[config.mk]
export PLATFORM = sky130hd
export DESIGN_NAME = gf180mcu_fd_sc_mcu9t5v0__ringosc_meas_ctrl
export DESIGN_NICKNAME = d
export VERILOG_FILES = /design/src/rtl/gf180mcu_fd_sc_mcu9t5v0__ringosc_meas_ctrl.sv
export SDC_FILE = /design/constraint.sdc
export NUM_CORES = 1
export LEC_CHECK = 0
export CAP_MARGIN = 20
export CORE_MARGIN = 2
export CORE_UTILIZATION = 35
export DETAILED_ROUTE_END_ITERATION = 8
export PLACE_DENSITY = 0.56
export SLEW_MARGIN = 20
export SYNTH_ARGS = -nofsm -noshare
export SYNTH_HDL_FRONTEND = slang
export SYNTH_SLANG_ARGS = --single-unit
[constraint.sdc]
create_clock -name CLK -period 2.75 [get_ports CLK]
set_clock_uncertainty 0.15 [all_clocks]
set_input_delay 0.6875 -clock CLK [delete_from_list [all_inputs] [get_ports CLK]]
set_output_delay 0.6875 -clock CLK [all_outputs]
set_load 0.005 [all_outputs]
[src/rtl/gf180mcu_fd_sc_mcu9t5v0__ringosc_meas_ctrl.sv]
// Ring oscillator measurement controller: enables the ring, lets it settle, then counts
// synchronized RO_IN rising edges over a latched window of CLK cycles and reports the count.
module gf180mcu_fd_sc_mcu9t5v0__ringosc_meas_ctrl #(
  parameter int CNT_W         = 16,
  parameter int WIN_W         = 16,
  parameter int SETTLE_CYCLES = 8,
  parameter int SYNC_STAGES   = 2
) (
  input  logic             CLK,
  input  logic             RN,
  input  logic             START,
  input  logic             ABORT,
  input  logic [WIN_W-1:0] WINDOW,
  input  logic             RO_IN,
  output logic             RO_EN,
  output logic             BUSY,
  output logic             DONE,
  output logic [CNT_W-1:0] COUNT,
  output logic             OVF
);

  localparam int SET_W = (SETTLE_CYCLES > 1) ? $clog2(SETTLE_CYCLES) : 1;

  typedef enum logic [1:0] {
    IDLE    = 2'd0,
    SETTLE  = 2'd1,
    MEASURE = 2'd2
  } state_t;

  state_t                 state, state_nxt;
  logic [SYNC_STAGES-1:0] sync;
  logic                   hist;
  logic                   rise;
  logic [SET_W-1:0]       settle_cnt, settle_nxt;
  logic [WIN_W-1:0]       win_cnt, win_nxt;
  logic [CNT_W-1:0]       count_nxt;
  logic                   ovf_nxt;
  logic                   done_nxt;

  // Synchronizer and history run in every state so edge detection is primed before MEASURE.
  always_ff @(posedge CLK or negedge RN) begin
    if (!RN) begin
      sync <= '0;
      hist <= 1'b0;
    end else begin
      sync <= {sync[SYNC_STAGES-2:0], RO_IN};
      hist <= sync[SYNC_STAGES-1];
    end
  end

  assign rise = sync[SYNC_STAGES-1] & ~hist;

  always_comb begin
    state_nxt  = state;
    settle_nxt = settle_cnt;
    win_nxt    = win_cnt;
    count_nxt  = COUNT;
    ovf_nxt    = OVF;
    done_nxt   = 1'b0;
    if (state != IDLE && ABORT) begin
      state_nxt = IDLE;
      count_nxt = '0;
      ovf_nxt   = 1'b0;
    end else begin
      case (state)
        IDLE: begin
          if (START && !ABORT) begin
            state_nxt  = SETTLE;
            win_nxt    = WINDOW;
            settle_nxt = SET_W'(SETTLE_CYCLES - 1);
            count_nxt  = '0;
            ovf_nxt    = 1'b0;
          end
        end
        SETTLE: begin
          if (settle_cnt == '0) begin
            if (win_cnt == '0) begin
              state_nxt = IDLE;
              done_nxt  = 1'b1;
            end else begin
              state_nxt = MEASURE;
            end
          end else begin
            settle_nxt = settle_cnt - SET_W'(1);
          end
        end
        MEASURE: begin
          if (rise) begin
            if (&COUNT) ovf_nxt = 1'b1;
            else        count_nxt = COUNT + CNT_W'(1);
          end
          // win_cnt holds the MEASURE cycles still to run, including this one.
          if (win_cnt == WIN_W'(1)) begin
            state_nxt = IDLE;
            done_nxt  = 1'b1;
          end else begin
            win_nxt = win_cnt - WIN_W'(1);
          end
        end
        default: state_nxt = IDLE;
      endcase
    end
  end

  always_ff @(posedge CLK or negedge RN) begin
    if (!RN) begin
      state      <= IDLE;
      settle_cnt <= '0;
      win_cnt    <= '0;
      COUNT      <= '0;
      OVF        <= 1'b0;
      DONE       <= 1'b0;
      RO_EN      <= 1'b0;
    end else begin
      state      <= state_nxt;
      settle_cnt <= settle_nxt;
      win_cnt    <= win_nxt;
      COUNT      <= count_nxt;
      OVF        <= ovf_nxt;
      DONE       <= done_nxt;
      RO_EN      <= (state_nxt != IDLE);
    end
  end

  assign BUSY = RO_EN;

endmodule

=== Word level (Yosys, flattened, before mapping) ===
Index checks and enable logic that the tools add are counted.

* Add/sub/neg operators: 3
* Equal/unequal tests: 10
* Multiplexer cells: 27
* Bitwise operators: 3
* Reduce and logical (&&, ||, !) cells: 16

{| class="wikitable"
|+ Operators with widths
! kind !! number
|-
| 16-bit 2-to-1 mux || 6
|-
| 16-bit one-hot mux with 2 select lines || 2
|-
| 16-bit by 1-bit adder with 16-bit output (second input constant) || 1
|-
| 16-bit by 1-bit equality test with 1-bit output (second input constant) || 1
|-
| 16-bit logical NOT || 1
|-
| 16-bit AND reduction || 1
|-
| 4-bit AND reduction || 4
|-
| 16-bit by 1-bit subtractor with 16-bit output (second input constant) || 1
|-
| 3-bit != test (second input constant) || 4
|-
| 2-bit 2-to-1 mux || 5
|-
| 1-bit 2-to-1 mux || 8
|-
| 2-bit nonzero test || 4
|-
| 3-bit 2-to-1 mux || 2
|-
| 2-bit != test (second input constant) || 3
|-
| 2-bit one-hot mux with 3 select lines || 1
|-
| 3-bit one-hot mux with 2 select lines || 1
|-
| 1-bit one-hot mux with 2 select lines || 2
|-
| 3-bit logical NOT || 1
|-
| 3-bit nonzero test || 1
|-
| 3-bit by 1-bit subtractor with 3-bit output (second input constant) || 1
|-
| 2-bit by 1-bit equality test with 1-bit output (second input constant) || 1
|-
| 2-bit equality test (second input constant) || 1
|-
| 1-bit logical AND || 2
|-
| 2-bit logical NOT || 1
|-
| other kinds (3) || 4
|}

* Bits in registers: 43
* Input port bits: 21
* Output and inout port bits: 20
* Word-level logic and storage cells: 68

=== Depth between registers and ports, before layout ===
* Depth after elaboration: 6
* Depth in mapped cells: 9
* Mapped depth without buffers: 7

=== Worst setup path after synthesis ===
No wires, ideal clock.

* Path kind: register to register
* Start point: register state[0]
* End point: register COUNT[0]
* Library setup time: 0.125 ns
* Arrival time: 2.071 ns
* Required time: 2.475 ns
* Slack: 0.404 ns
* Stages on the path, launching flop included: 9
* Buffers on the path: 2
* Clock period less this slack: 2.346 ns
* Cell sequence: dfrtp_1 > inv_1 > ha_1 > buf_2 > or4b_1 > o211ai_1 > buf_2 > nor2_1 > mux2_2

* Cells in the longest elaborated chain, start to end: 4
* Elaborated cells on any way between the ends: 11
* Those cells by class: eq/ne: 4; mux: 2; reduce/logical: 5

{| class="wikitable"
|+ Ends and longest elaborated chain
! element !! RTL line !! RTL
|-
| from (decl) || 30 || <nowiki>state_t state, state_nxt;</nowiki>
|-
| from (signal assigned) || 115 || <nowiki>state <= state_nxt;</nowiki>
|-
| 2-bit nonzero test || 60 || <nowiki>if (state != IDLE && ABORT) begin</nowiki>
|-
| 1-bit logical AND || 60 ||
|-
| 3-bit != test (no line) / 3-bit nonzero test (equally long branches) || - ||
|-
| 4-bit AND reduction (no line) || - ||
|-
| to (signal assigned) || 118 || <nowiki>COUNT <= count_nxt;</nowiki>
|-
| to (decl) || 18 || <nowiki>output logic [CNT_W-1:0] COUNT,</nowiki>
|}

Parallel ways exist; a longest one is shown, timed or not.
A chain may end at the register's enable or synchronous reset.

=== Final worst setup path ===
* Start point: register win_cnt[4]
* End point: register win_cnt[2]

* Cells in the longest elaborated chain, start to end: 3

{| class="wikitable"
|+ Ends and longest elaborated chain
! element !! RTL line !! RTL
|-
| from (decl) || 35 || <nowiki>logic [WIN_W-1:0] win_cnt, win_nxt;</nowiki>
|-
| from (signal assigned) || 117 || <nowiki>win_cnt <= win_nxt;</nowiki>
|-
| 16-bit by 1-bit equality test with 1-bit output || 93 || <nowiki>if (win_cnt == WIN_W'(1)) begin</nowiki>
|-
| 2-bit != test (no line) || - ||
|-
| 4-bit AND reduction (no line) || - ||
|}

No other way between the ends.

==> impl_metrics.ini <==
[placement]
globalplace.congestion = 0.820
place_ws_ps = -1.20
io_buffers = 40
place_hpwl_um = 5140
placedCellCount = 464

[sta]
tightest_slew_ps = 630
rsz0062_at_grt = false
drv_slew = 0
finalCritPeriodShare = 0.916
fin_crit_ps = 2520
finalHoldViolations = 0
setup-violations-final = 0
relSlewSlack = 0.579
setup_ws_ps = 230
fmax_ghz = 0.397
setup_tns_ps = 0

[critical_path]
timing.rr.start = win_cnt[4]
crit_buf_inv = 1
cp_cell_sequence = nor4_1 > nand4_1 > o21bai_2 > buf_4 > a21oi_1 > o22a_1
r2r_end = win_cnt[2]
max_stage_delay_ps = 570
crit_fanout = 13
start_kind = flop
critPathTopFamily = compound AO/OA/AOI/OAI gates
reg2reg_depth = 6
critical-path-slowest-cell = o21bai_2
reg2reg_slack_ps = 230
cp-end-kind = flop
path_class = reg2reg
worstPathArrival_ps = 2560
crit_required_ps = 2790

[power]
swShare = 0.392
power-per-cell-area_nw_per_um2 = 634
irDropWorstVdd_v = 0.000218
p_int_w = 0.00135
power_switching_w = 0.000868
seqPwrFrac = 0.427
clockPowerShare = 0.199
pwr-share-comb = 0.374
leakage_nw = 1.40

[run_status]
status = finished, final reports clean

[cts]
clockRootBuffer = clkbuf_8
cts_hold_buf = 0
clk_latency_ps = 310
cts_tree = yes
htreeDepth = 2
cts_sinks = 43
cts_made_buffers = 5
clockBufferDepth = 2
clk_pin_slew_ps = 100
post_cts_buffers = 0
ctsResizeCount = 0

[floorplan]
start_util = 0.359
rows = 32
die_w_um = 92.5
die_h_um = 92.5
pin_count = 41
die_area_um2 = 8560
fp.coreArea_um2 = 7650

[synthesis]
synth_area_um2 = 2740
synth_top_family_by_area = compound AO/OA/AOI/OAI gates
seq_area_frac_synth = 0.392
yosys.area_share.simple = 0.247
syn-instance-count = 313
synth_seq_cells = 43
synth_cell_types = 60
synth_edf_count = 0
yosys.area_share.adder = 0.0456
muxShareOfSynthArea = 0.0114
synth-async-reset-ratio = 1.00
synth-xor-area-share = 0.00319
synth_flop_cell = dfrtp_1
syn-num-nets = 344
syn_avg_cell_area_um2 = 8.76
yosysWarningCount = 0
synth_compound_area_frac = 0.261

[grt]
antenna_found_initial = 0
grt-ovfl-total = 0
grt_pass1_vias = 2492
grt_use_total = 0.175
grt_start_max_net_pins = 44
grt_pass1_wl_um = 12100

[layout]
multi_input_area_um2 = 1560
antenna_cells = 0
final_cells = 472
finalNetCount = 400
register_area_um2 = 1080
syn_to_final_growth_pct = 27.4
n_fill_cell = 759
final_layout_size_suffix_gt1_frac = 0.127

[flow_run]
cap_viol_max_count = 0

[hold_path]
hold_depth = 0
hold_path_end = sync[1]
hp-start = sync[0]
holdCritPathClass = reg2reg

[detailed_routing]
wl_per_cell_um = 15.1
drt_iter0_drc = 129
wl_um = 7100
antenna_left = 0
drc = 0
firstDrtPassIters = 4
vias = 2638
vias_per_cell = 5.59
[cell usage in the layout, fill, tap and decap left out, drive strengths merged, types with 10 or more instances in the layout]
cell type      count
dfrtp             43
nor2              30
o22a              10
nand2             25
inv               13
ha                10
buf               24
o21ai             25
nand3             12
a21oi             31
clkdlybuf4s50     39
[metal layers]
metal	vias up	global-route usage	part of all wire
li1	1298	-	-
met1	1271	0.255	0.52
met2	61	0.271	0.43
met3	8	0.0260	0.038
met4	0	0.0473	0.010
met5	-	0	0
[per-stage QoR]
step | util | hold WS (ps) | power [W] | area (µm²)
4_1_cts | 0.457 | 209 | 0.00223 | 3490
2_1_floorplan | - | 181 | 0.00144 | 2740
6_report | 0.457 | 207 | 0.00222 | 3490
3_3_place_gp | 0.445 | 186 | 0.00176 | 3400
3_5_place_dp | 0.445 | 185 | 0.00178 | 3400
5_1_grt | 0.457 | 211 | 0.00237 | 3490
[cell type report]
class | count | area share
clock buffer | 5 | 0.0197
clock inverter | 3 | 0.00752
inverter | 11 | 0.0125
multi-input combinational | 245 | 0.446
sequential | 43 | 0.308
tap | 102 | 0.0365
timing repair buffer | 63 | 0.170
[flip-flops by register name, summed over array words and instances, names as in the netlist]
| signal | flops |
|---|---|
| COUNT | 16 |
| BUSY | 1 |
| win_cnt | 16 |
| OVF | 1 |
| hist | 1 |
| settle_cnt | 3 |
| sync | 2 |
| state | 2 |
| DONE | 1 |
[power groups by stage]
| stage | Clock [W] | Combinational (W) | Sequential [W] |
|---|---|---|---|
| final | 0.000440 | 0.000830 | 0.000946 |
| after global routing | 0.000478 | 0.000925 | 0.000970 |
| after CTS | 0.000456 | 0.000828 | 0.000941 |
| after detailed placement | 0 | 0.000824 | 0.000953 |
| after global placement | 0 | 0.000814 | 0.000950 |
| after floorplan | 0 | 0.000515 | 0.000930 |
[worst register-to-register path, cell delays in order, from the launching register on]
cell	delay [ps]
dfrtp_1	450
nor4_1	490
nand4_1	270
o21bai_2	570
buf_4	250
a21oi_1	40
o22a_1	190
[cell families after synthesis]
kind of cell / count (synthesis)
muxes: 3
buffers and inverters: 25
DFF: 43
AOI/OAI and AO/OA: 108
xor gates and xnor gates: 1
and+or+nand+nor: 123
adders and majority gates: 10
[worst max path at each step]
stage	startpoint	to	depth (start not counted)	slack (ps)
floorplan	state[0]	COUNT[0]	8	400
global placement	ABORT	COUNT[6]	6	60
detailed placement	ABORT	COUNT[6]	6	-1
CTS	win_cnt[4]	win_cnt[5]	6	240
global route	win_cnt[4]	win_cnt[5]	6	60
finish	win_cnt[4]	win_cnt[2]	6	230
[cell usage after synthesis (2+ instances only)]
cell type  count  share of area
dfrtp_1       43           0.39
a21oi_1       31          0.057
nor2_1        30          0.041
nand2_1       25          0.034
o21ai_0       21          0.038
nand3_1       12          0.022
ha_1          10          0.046
o22a_1        10          0.032
inv_1          9          0.012
nor3_1         8          0.015
nand4_1        7          0.016
and3_1         6          0.014
buf_2          6          0.011
clkbuf_1       6         0.0082
a22o_1         5          0.016
a31oi_1        5          0.011
nor4_1         5          0.011
or3_1          5          0.011
a211oi_1       4          0.011
nand2b_1       4         0.0091
o21ai_1        4         0.0073
a41oi_1        3         0.0096
nor2b_1        3         0.0068
or2_2          3         0.0068
or4_1          3         0.0082
a22oi_1        2         0.0055
a31o_1         2         0.0064
mux2i_1        2         0.0073
nor3b_1        2         0.0055
nor4_2         2         0.0091
o211a_1        2         0.0073
o211ai_1       2         0.0055
o22ai_1        2         0.0046
o31a_1         2         0.0064
o31ai_1        2         0.0055
(Power assumes the default switching activity.)
